`config.mk`:
```
export PLATFORM = sky130hd
export DESIGN_NAME = choice_input_conditioner
export DESIGN_NICKNAME = d
export VERILOG_FILES = /design/src/rtl/car_select_pkg.sv /design/src/rtl/sync_2ff.sv /design/src/rtl/choice_input_conditioner.sv
export SDC_FILE = /design/constraint.sdc
export NUM_CORES = 1
export LEC_CHECK = 0
export CORE_AREA = 2 2 39 41
export DETAILED_ROUTE_END_ITERATION = 7
export DIE_AREA = 0 0 41 43
export PLACE_DENSITY = 0.75
export SLEW_MARGIN = 20
export SYNTH_ARGS = -nofsm -noshare
export SYNTH_HDL_FRONTEND = slang
export SYNTH_SLANG_ARGS = --single-unit
```
`constraint.sdc`:
```
create_clock -name Clock -period 1.7 [get_ports Clock]
set_input_delay 0.425 -clock Clock [delete_from_list [all_inputs] [get_ports Clock]]
set_output_delay 0.425 -clock Clock [all_outputs]
set_load 0.02 [all_outputs]
```
`src/rtl/car_select_pkg.sv`:
```
// Shared definitions for the car-select input conditioning path.
// Holds the debounce state encoding and the default debounce length,
// so the top module and anything that inspects its state agree on them.
package car_select_pkg;

  // Debounce FSM states. The two CHK states count stable samples.
  typedef enum logic [1:0] {
    IDLE        = 2'd0,
    PRESS_CHK   = 2'd1,
    PRESSED     = 2'd2,
    RELEASE_CHK = 2'd3
  } deb_state_e;

  // Default number of consecutive stable synchronized samples needed
  // to accept a key edge.
  localparam int DEB_CYCLES_DEF = 16;

endpackage : car_select_pkg

```
`src/rtl/sync_2ff.sv`:
```
// Two-flop synchronizer for a single asynchronous input.
// Ports:
//   Clock  - destination clock
//   Reset  - synchronous, active-high; clears both stages
//   d      - asynchronous input
//   q      - synchronized output (two Clock edges of latency)
module sync_2ff (
  input  logic Clock,
  input  logic Reset,
  input  logic d,
  output logic q
);

  logic meta;

  always_ff @(posedge Clock) begin
    if (Reset) begin
      meta <= 1'b0;
      q    <= 1'b0;
    end else begin
      meta <= d;
      q    <= meta;
    end
  end

endmodule : sync_2ff

```
`src/rtl/choice_input_conditioner.sv`:
```
// Conditions the pushbutton and car-select switch feeding the car-state FSM.
// Both raw inputs are synchronized, the key is debounced by a four-state
// FSM, and the switch value is captured into Choice on each accepted press
// while no selection is held.
// Ports:
//   Clock       - system clock, rising edge
//   Reset       - synchronous, active-high
//   KeyRaw      - async pushbutton, 1 = pressed (bouncy)
//   SwRaw       - async car-select switch
//   Clear       - drop the latched choice on the next edge
//   Choice      - latched car selection
//   ChoiceValid - 1 while Choice holds a captured selection
//   KeyPulse    - one-cycle pulse per accepted press
//   KeyLevel    - debounced key level
module choice_input_conditioner
  import car_select_pkg::*;
#(
  parameter int DEB_CYCLES = DEB_CYCLES_DEF
) (
  input  logic Clock,
  input  logic Reset,
  input  logic KeyRaw,
  input  logic SwRaw,
  input  logic Clear,
  output logic Choice,
  output logic ChoiceValid,
  output logic KeyPulse,
  output logic KeyLevel
);

  localparam int CW = $clog2(DEB_CYCLES + 1);
  // The sample that makes the count reach DEB_CYCLES arrives while the
  // counter holds DEB_CYCLES-1; that is the decision point.
  localparam logic [CW-1:0] LAST = CW'(DEB_CYCLES - 1);

  logic key_s, sw_s;

  sync_2ff u_key_sync (.Clock(Clock), .Reset(Reset), .d(KeyRaw), .q(key_s));
  sync_2ff u_sw_sync  (.Clock(Clock), .Reset(Reset), .d(SwRaw),  .q(sw_s));

  deb_state_e      state, state_n;
  logic [CW-1:0]   cnt, cnt_n;
  logic            accept;

  always_ff @(posedge Clock) begin
    if (Reset) begin
      state <= IDLE;
      cnt   <= '0;
    end else begin
      state <= state_n;
      cnt   <= cnt_n;
    end
  end

  // Every exit from a CHK state clears the counter; the >= compare keeps
  // it from ever counting past the decision point, so it cannot wrap.
  always_comb begin
    state_n = state;
    cnt_n   = cnt;
    accept  = 1'b0;
    case (state)
      IDLE: begin
        if (key_s) begin
          state_n = PRESS_CHK;
          cnt_n   = CW'(1);
        end else begin
          cnt_n = '0;
        end
      end
      PRESS_CHK: begin
        if (!key_s) begin
          state_n = IDLE;
          cnt_n   = '0;
        end else if (cnt >= LAST) begin
          state_n = PRESSED;
          cnt_n   = '0;
          accept  = 1'b1;
        end else begin
          cnt_n = cnt + CW'(1);
        end
      end
      PRESSED: begin
        if (!key_s) begin
          state_n = RELEASE_CHK;
          cnt_n   = CW'(1);
        end else begin
          cnt_n = '0;
        end
      end
      RELEASE_CHK: begin
        if (key_s) begin
          state_n = PRESSED;
          cnt_n   = '0;
        end else if (cnt >= LAST) begin
          state_n = IDLE;
          cnt_n   = '0;
        end else begin
          cnt_n = cnt + CW'(1);
        end
      end
      default: begin
        state_n = IDLE;
        cnt_n   = '0;
      end
    endcase
  end

  // Pulse and choice latch share the accept edge. Clear beats a
  // simultaneous accept for the latch, but the pulse still fires.
  always_ff @(posedge Clock) begin
    if (Reset) begin
      KeyPulse    <= 1'b0;
      Choice      <= 1'b0;
      ChoiceValid <= 1'b0;
    end else begin
      KeyPulse <= accept;
      if (Clear) begin
        ChoiceValid <= 1'b0;
      end else if (accept && !ChoiceValid) begin
        Choice      <= sw_s;
        ChoiceValid <= 1'b1;
      end
    end
  end

  assign KeyLevel = (state == PRESSED) || (state == RELEASE_CHK);

endmodule : choice_input_conditioner

```
== Word-level counts from Yosys, hierarchy flattened ==
Index checks and enable logic that the tools add are counted.
Storage, ports and cells
  output and inout bits: 4
  input port bits: 5
  flip-flop bits (word level): 14
  word-level logic and storage cells: 42
Operators by class
  bitwise logic cells: 1
  $add $sub $neg: 1
  muxes and demuxes: 16
  order comparisons: 1
  reduce and logical (&&, ||, !) cells: 7
  equality and inequality tests: 7
Operator list (number)
  case mux 5 bit (4 select lines): 1
  2-to-1 mux 5 bit: 3
  2-to-1 mux 2 bit: 6
  case mux 2 bit (4 select lines): 1
  adder 5 x 1 -> 5 bit (second input constant): 1
  >= comparator 5 x 4 -> 1 bit (second input constant): 1
  2-to-1 mux 1 bit: 5
  equality test 2 bit (second input constant): 2
  AND reduction 4 bit: 1
  != test 3 x 2 -> 1 bit (second input constant): 1
  != test 3 bit (second input constant): 1
  equality test 2 x 1 -> 1 bit (second input constant): 1
  zero test 2 bit: 1
  != test 2 x 1 -> 1 bit (second input constant): 1
  != test 2 bit (second input constant): 1
  AND reduction 2 bit: 1
  OR reduction 2 bit: 1
  logical AND 1 bit: 1
  zero test 1 bit: 1
  logical OR 1 bit: 1
  inverter 1 bit: 1

== Longest topological paths before layout ==
Gate-level depths: netlist of run 1.
  depth after elaboration: 6
  depth in mapped cells: 6
  gate-level depth less buffers: 6

== Modules after synthesis ==
A second synthesis of run 1 with hierarchy kept.
Second synthesis, totals
  cell total of the unflattened synthesis: 55
  area, all modules: 545.5 um^2
By module, submodules not included
  choice_input_conditioner: area an instance 440.4 um^2, instances 1, cells an instance 47
  sync_2ff: area an instance 52.6 um^2, instances 2, cells an instance 4

== Least setup slack after synthesis of run 1 ==
No wires, ideal clock.
  kind: flip-flop to flip-flop
  from: reg cnt[0]
  to: reg ChoiceValid
  arrival time: 1.482 ns
  buffers on the path: 0
  library setup time: 0.079 ns
  path slack: 0.138 ns
  required time: 1.621 ns
  cell stages (with the launch flop): 7
  clock period less this slack: 1.562 ns
  cell sequence: dfxtp_1 > ha_1 > and3_2 > ha_1 > nor2_1 > a2111o_1 > a211oi_2
Between the ends
  cells in the longest elaborated chain, start to end: 5
RTL lines
  start: declaration: line choice_input_conditioner.sv:42  | logic [CW-1:0] cnt, cnt_n;
  start signal: assignment: line choice_input_conditioner.sv:51  | cnt <= cnt_n;
  >= comparator 5 x 4 -> 1 bit: line choice_input_conditioner.sv:74  | end else if (cnt >= LAST) begin
  2-to-1 mux 1 bit: line choice_input_conditioner.sv:74
  2-to-1 mux 1 bit: line choice_input_conditioner.sv:71  | if (!key_s) begin
  2-to-1 mux 1 bit: line choice_input_conditioner.sv:61  | case (state)
  logical AND 1 bit: line choice_input_conditioner.sv:119  | end else if (accept && !ChoiceValid) begin
  end signal: assignment: line choice_input_conditioner.sv:114  | ChoiceValid <= 1'b0;
  end signal: assignment: line choice_input_conditioner.sv:118  | ChoiceValid <= 1'b0;
  end signal: assignment: line choice_input_conditioner.sv:121  | ChoiceValid <= 1'b1;
  end: declaration: line choice_input_conditioner.sv:26  | output logic ChoiceValid,
No other way between the ends.
A chain may end at the register's enable or synchronous reset.

== Worst setup path in the final report of run 1 ==
  from: reg KeyPulse
  to: out KeyPulse
RTL lines
  start: declaration: line choice_input_conditioner.sv:27  | output logic KeyPulse,
  start signal: assignment: line choice_input_conditioner.sv:116  | KeyPulse <= accept;
No word-level cell between the ends.

==> results.txt, run 1 <==
- Outcome: completed
- Setup TNS: 0 ps
- Worst path arrival time: 1180 ps
- Global-route usage over all layers: a little over an eighth
* Clock tree buffer depth: 2
* Global-route congestion overflow total: 0
- P&R area growth vs syn: 29.3%
* Crit path cell chain: clkdlybuf4s50_1
- Required time reported for the critical path endpoint: roughly 1300 ps
- Mean area per synthesized cell: 10.2 sq um
- For this run, the post-layout net count is 75.
- For this run, the number of Yosys warnings is 0.
- Of the available clock period, the critical path in the final layout requires 94.4%.
- Floorplan die width: 41 um
- Sequential cell area fraction in the yosys report: 50.9%
- Power spread over the standard cell area amounts to 771 nW/um^2.
* Inserted Clock Buffers: 3
* Fraction of power consumed by sequential logic: just over 60%
* Cell class contributing the biggest share of worst-path delay: buffers and inverters
- Post-Syn Nets: 61
- Count of unique library cells instantiated by Yosys: 21
- RSZ-0062 raised after global routing: no
- First-pass GRT wire length: between 1.5 and 2 mm
- Clock skew after layout: between 1 and 1.5 ps
* Via-per-instance ratio: 5.09
- CTS built an H-tree with a depth of 1.
* Count of final max-slew check failures: 0
- Setup slack on the worst flop-to-flop path: 100 ps
- Count of buffers inserted at the top-level ports: 8
* Worst voltage drop across the vdd grid: ~0.47 mV
- The via count of the first global-routing pass is 406.
- Relative contribution of combinational cells to total power: ~4.9%
- The worst path in the final design needs a cycle of 1600 ps, including I/O delays and setup.
- The slowest stage of the critical path belongs to the cell clkdlybuf4s50_1.
- In the synthesized netlist, the number of instances is 54.
* # IOs: 9
- The top cell type by area accounts for 50.9% of the synthesized area.
- Summed over all nets, the switching power comes to 116 uW.
- Of all nets on the critical path, the largest fanout is 1.
* Depth of the most critical reg-to-reg path: 6
- The clock reaches the later pin of the worst-skew pair after 290 ps.
* Hold wc startpoint: u_key_sync.meta
* Number of DRC violations after detailed-routing iteration 0: 4
- Hold slack final: 444 ps
* Synth area leaders: dfxtp_1 51%, nand2b_1 5.7%, ha_1 4.5%, nor2b_1 4.5%, mux2i_1 3.6%
* Post-synth top area cell: dfxtp_1
* Delay of the slowest cell on the worst path: 590 ps
- DRC violations left: 0
- Launching element type of the critical path: flop
- The floorplan step defined a die boundary enclosing between 1500 and 2000 sq um.
- Kind of end point of the critical path: output port
- Rows: 14
* Actual transition at the worst max-transition pin: 272 ps
- In this run the static leakage power is 0.000298 uW.
- Setup violations remaining at the end of the flow were counted as 0.
- Number of antenna violations at the first check in global routing: 0
- Detailed placement finished with a half-perimeter wire length of 664 um.
- Entering global routing, the biggest net connects 11 pins.
- Dividing the detail-routed wire length by the instance count gives 11.8 um.
* Depth of the critical timing path with buffers and inverters included: 1
- Static timing analysis puts the maximum clock frequency at a little over 0.6 GHz.
- The clock network accounts for between 30% and 40% of the total power.
- The critical path ends at KeyPulse.
- Switching Share: 21.2%
* Total number of vias: roughly 420
- Summed instance area of the synthesized netlist: 551 sq um
- Fin. Hold Viols: 0
* CTS tree: built
- The internal portion of the total power is 432 uW.
- Summed over all layers, the routed wires come to 964 um.
- Maximum capacitance violations: 0
* Effective utilization at floorplan: approximately two fifths
* Reg2Reg Launch Point: cnt[1]
* Layout cells sized above 1: around a fifth
- The worst register-to-register path ends at ChoiceValid.
- After clock tree synthesis, the clock-pin slew on the worst setup and hold paths is 80 ps.
- The die is 43 um tall.
- Worst hold-check path type: reg2reg
- Area of the core region: ~1400 sq um
- The pre-antenna-repair detailed-routing pass consisted of 4 iterations.
* Crit path buffers/inverters: 1
- The number of antenna diodes in the final layout is 0.
- In this run the worst setup path begins at KeyPulse.
- By startpoint and endpoint, the worst setup path is classified as reg2out.
* Number of nets with antenna violations after detailed routing: 0
* Post-synthesis register bit count: 14
* Worst-case headroom to the max-slew limit: between 80% and 90%
- TritonCTS sink count: 14
* Clk Tree Root Cell: clkbuf_4
* Weighted congestion at the end of routability-driven global placement: roughly 0.8
metrics by stage:
stage,util (%),setup slack (ps),total power (uW),instances,area (sq um)
floorplan,-,138,356,54,551
global placement,47.6,79.2,370,78,658
detailed placement,47.6,38.8,370,78,658
CTS,49.1,11.5,554,81,679
global route,51.4,27.8,567,82,712
finish,51.4,95.1,549,82,712
state kept, by name (all words and copies together), names as in the netlist, named ones only:
name	flops
Choice	1
ChoiceValid	1
KeyPulse	1
cnt	5
state	1
u_key_sync.meta	1
u_key_sync.q	1
u_sw_sync.meta	1
u_sw_sync.q	1
repair_timing:
item,CTS,global route
pin swaps,0,2
endpoints found under the setup margin,1,8
gates resized for setup,1,8
hold buffers,0,0
setup buffers,0,1
power groups by stage:
stage	Sequential, uW	Clock [uW]	Combinational (uW)
floorplan	343	0	12.4
detailed placement	344	0	26.8
CTS	336	191	27.0
global placement	344	0	26.4
global route	337	201	29.3
finish	336	186	26.7
cells in the final DEF (no fill, tap or decap), types with 2 or more instances in the layout:
master	Yosys	routed
dfxtp_2	0	2
buf_4	0	3
dfxtp_1	14	12
nor2_1	3	2
clkbuf_4	0	3
dlymetal6s2s_1	0	2
a21oi_1	2	2
clkdlybuf4s50_1	0	5
nand2b_1	5	5
nor2b_1	4	4
mux2i_1	2	2
inv_1	5	5
nor3_1	4	4
worst min-delay path by stage:
stage / to / slack (ps) / cells past startpoint
after floorplan: u_key_sync.q / 410 / 1
after global placement: u_key_sync.q / 420 / 1
after detailed placement: u_key_sync.q / 430 / 1
after CTS: u_key_sync.q / 450 / 1
after global routing: u_key_sync.q / 470 / 1
final: u_key_sync.q / 440 / 1
cell families (layout without fill, tap and decap cells):
family / Yosys count / count (layout) / synth area share [%]
AND/OR/NAND/NOR: 21 / 21 / 24.3
flip-flops: 14 / 14 / 50.9
buffers and inverters: 7 / 19 / 4.77
AO/OA/AOI/OAI: 6 / 6 / 8.64
adder cells (fa/ha/maj): 2 / 2 / 4.54
XOR/XNOR: 2 / 2 / 3.18
multiplexers: 2 / 2 / 3.64
synthesized netlist by cell type (all sizes together):
cell and n:
nor2 3, a2111o 1, inv 5, ha 2, nand2b 5, nand4b 1, nor3 4, xor2 1
clkbuf 2, xnor2 1, dfxtp 14, nand4bb 1, nand4 1, nor2b 4, a21oi 2, a31oi 1
and3 1, or3 1, mux2i 2, a211oi 2
metal layers:
metal	global-route usage (%)	routed length, um	vias up
li1	-	-	206
met1	15.1	401	196
met2	20.6	491	10
met3	3.66	32	5
met4	10.0	39	0
met5	0	0	-
layout make-up:
type,instances,area [sq um]
fill,127,672
sequential,14,283
multi-input combinational,33,262
timing repair buffer,11,106
clock buffer,3,22.5
tap,16,20.0
inverter,5,18.8
Power figures use the tool's default switching activity.
==> run 2: changes to the inputs <==
Clock period 1.7 ns to 1.6 ns, I/O delays scaled along.
==> run 2 against run 1 <==
Worst hold slack improved by 2.4 ps. Count of clock-buffer cells in the layout rose by 1. Critical endpoint is now ChoiceValid. Clock skew rose by 3.7 ps. Largest cell class unchanged. Via count rose by 2.2%. Flip-flop and latch count did not move. Cell area rose by 6.3%. Non-clock buffer count rose by 3. Power rose by 16%. Critical path depth rose by 5. Sequential power rose by 6.3%. Final cell count rose by 4.9%. Wire length fell by 6.1%.
==> results.txt, run 2 (synthesis results as in run 1) <==
- Setup repair after global routing left no endpoint under its margin.
* Launching element type of the critical path: flop
* CTS tree: built
- Counting stages on the worst path, the most repeated cell is ha_4.
- Post-detailed-placement half-perimeter wirelength: about 670 um
- Setup TNS: 0 ps
* Mean routed wirelength per cell: 10.5 um
- Static Leak: just over 0.0003 uW
* Via-per-instance ratio: 4.95
- Net count of the finished layout: 78
* Number of DRC violations after detailed-routing iteration 0: 3
- Count of final max-slew check failures: 0
- Based on the critical path, the design can be clocked at up to 0.653 GHz.
* Global-route congestion overflow total: 0
* Most frequent standard cell in the layout excluding fill and tap cells: dfxtp_1
* TritonRoute pass-1 iters: 3
- The final layout contains routed wiring with a total length of 905 um.
- Largest net degree at the start of global routing: 11
- Number of nets with antenna violations after detailed routing: 0
* Final cell area excluding filler cells: 757 sq um
- Fin util: 54.7%
* Maximum capacitance violations: 0
- 9 I/O pins were placed.
* Setup Crit Path Kind: reg2reg
* Slowest library cell on the worst path: a2111o_1
- Counting along the longest clock path gives a buffer depth of 2.
- Clk Tree Root Cell: clkbuf_4
- The critical path contains buffers and inverters numbering 0 combined.
- Rows: 14
- Effective utilization at floorplan: about two fifths
* Number of antenna violations at the first check in global routing: 0
* Required time reported for the critical path endpoint: 1800 ps
- Htree depth: 1
* Inserted Clock Buffers: 3
- Clock skew after layout: 4.99 ps
- After layout, the worst path uses 95.6% of the clock period.
- Fin. Hold Viols: 0
- The run finished with clean final reports.
- The congestion estimate from routability-driven global placement came to approximately 0.76.
* Post-route minimum period: 1530 ps
- The later pin in the worst-skew pair is clocked with a latency of 280 ps.
- The die covers 1760 sq um.
* Area of the core region: 1380 sq um
- Floorplan die width: ~41 um
* Kind of end point of the critical path: flop
- In this design, the stage delay of the slowest critical-path cell is 390 ps.
- Count of endpoints failing setup in the final report: 0
* Crit path cell chain: ha_4, and3_4, ha_4, nor2_2, a2111o_1, a211oi_2
- Commonest non-fill, non-tap cells in the layout: 12 x dfxtp_1, 6 x buf_4, 5 x inv_1, 5 x nand2b_1
- P&R area growth vs syn: 37.5%
* Count of buffers inserted at the top-level ports: 8
- Hold buffer count at cts: 0
- Vias in the first global route: 427
- VDD sags by at most about 0.62 mV.
* DRC violations left: 0
- Total Power: about 630 uW
- For this block, the via count after detailed routing is between 400 and 500.
- Worst path arrival time: approximately 1700 ps
- Clock slew seen by the registers of the worst setup and hold paths: 80 ps
- Global-route usage over all layers: about an eighth
* Largest register by flop count: cnt
- First-pass GRT wire length: 1.49 mm
- At the pin with the least slew margin, the transition time is 278 ps.
* Power per unit of standard cell area: roughly 840 nW/um^2
- Diodes inserted: 0
* Instance area after placement: 673 sq um
* Cell class contributing the biggest share of worst-path delay: compound AO/OA/AOI/OAI gates
- Layout cells sized above 1: 25.7%
* Worst-case headroom to the max-slew limit: between 80% and 90%
- In this run the vertical extent of the chip is 43 um.
* Number of flip-flops under the largest register name: 5
- Of all nets on the critical path, the largest fanout is 4.
* Worst hold-check path type: reg2reg
* TritonCTS sink count: 14
## run 2: area by class of cell
type,instances,area [sq um]
well taps,16,20.0
multi-input cells,33,275
repair buffers,14,124
flip-flops and latches,14,283
inverters,5,18.8
clock buffers,4,36.3
fillers,122,627
## run 2: stage by stage
| step | setup WS [ps] | std cells | hold WS (ps) |
|---|---|---|---|
| final | 69.8 | 86 | 446 |
| after global routing | 18.3 | 86 | 470 |
| after CTS | 11.2 | 85 | 450 |
| after detailed placement | -62.4 | 80 | 430 |
| after global placement | -1.13 | 80 | 423 |
| after floorplan | 38.5 | 54 | 414 |
## run 2: power breakdown
group	internal (uW)	total (uW)	leakage [uW]	switching [uW]
sequential	354	357	0.000115	3.02
combinational	17.9	28.5	0.000174	10.6
clock	138	248	0.0000210	110
## run 2: worst register-to-register path, stage by stage (launching register included)
cell and delay [ps]:
dfxtp_2 360, ha_4 130, and3_4 190, ha_4 130, nor2_2 50, a2111o_1 390, a211oi_2 210
## run 2: path summary, 6_finish.rpt
| path | from | end | slack (ps) | cells past startpoint |
|---|---|---|---|---|
| min reg2reg | u_key_sync.meta | u_key_sync.q | 450 | 1 |
| max | cnt[0] | ChoiceValid | 70 | 6 |
| max reg2reg | cnt[0] | ChoiceValid | 70 | 6 |
| min | u_key_sync.meta | u_key_sync.q | 450 | 1 |
## run 2: timing repair
| item | in CTS | in global routing |
|---|---|---|
| pin swaps | 2 | 2 |
| cloned | 0 | 0 |
| setup buffers | 1 | 1 |
| endpoints found under the setup margin | 8 | 2 |
| gates resized for setup | 9 | 3 |
## run 2: metal layers
| metal | vias to the layer above | routed length (um) | part of all wire, % | track usage (%) |
|---|---|---|---|---|
| li1 | 214 | - | - | - |
| met1 | 200 | 377 | 42 | 13.2 |
| met3 | 4 | 33 | 3.6 | 3.14 |
| met2 | 8 | 467 | 52 | 20.9 |
| met4 | 0 | 27 | 3.0 | 10.0 |
| met5 | - | 0 | 0 | 0 |
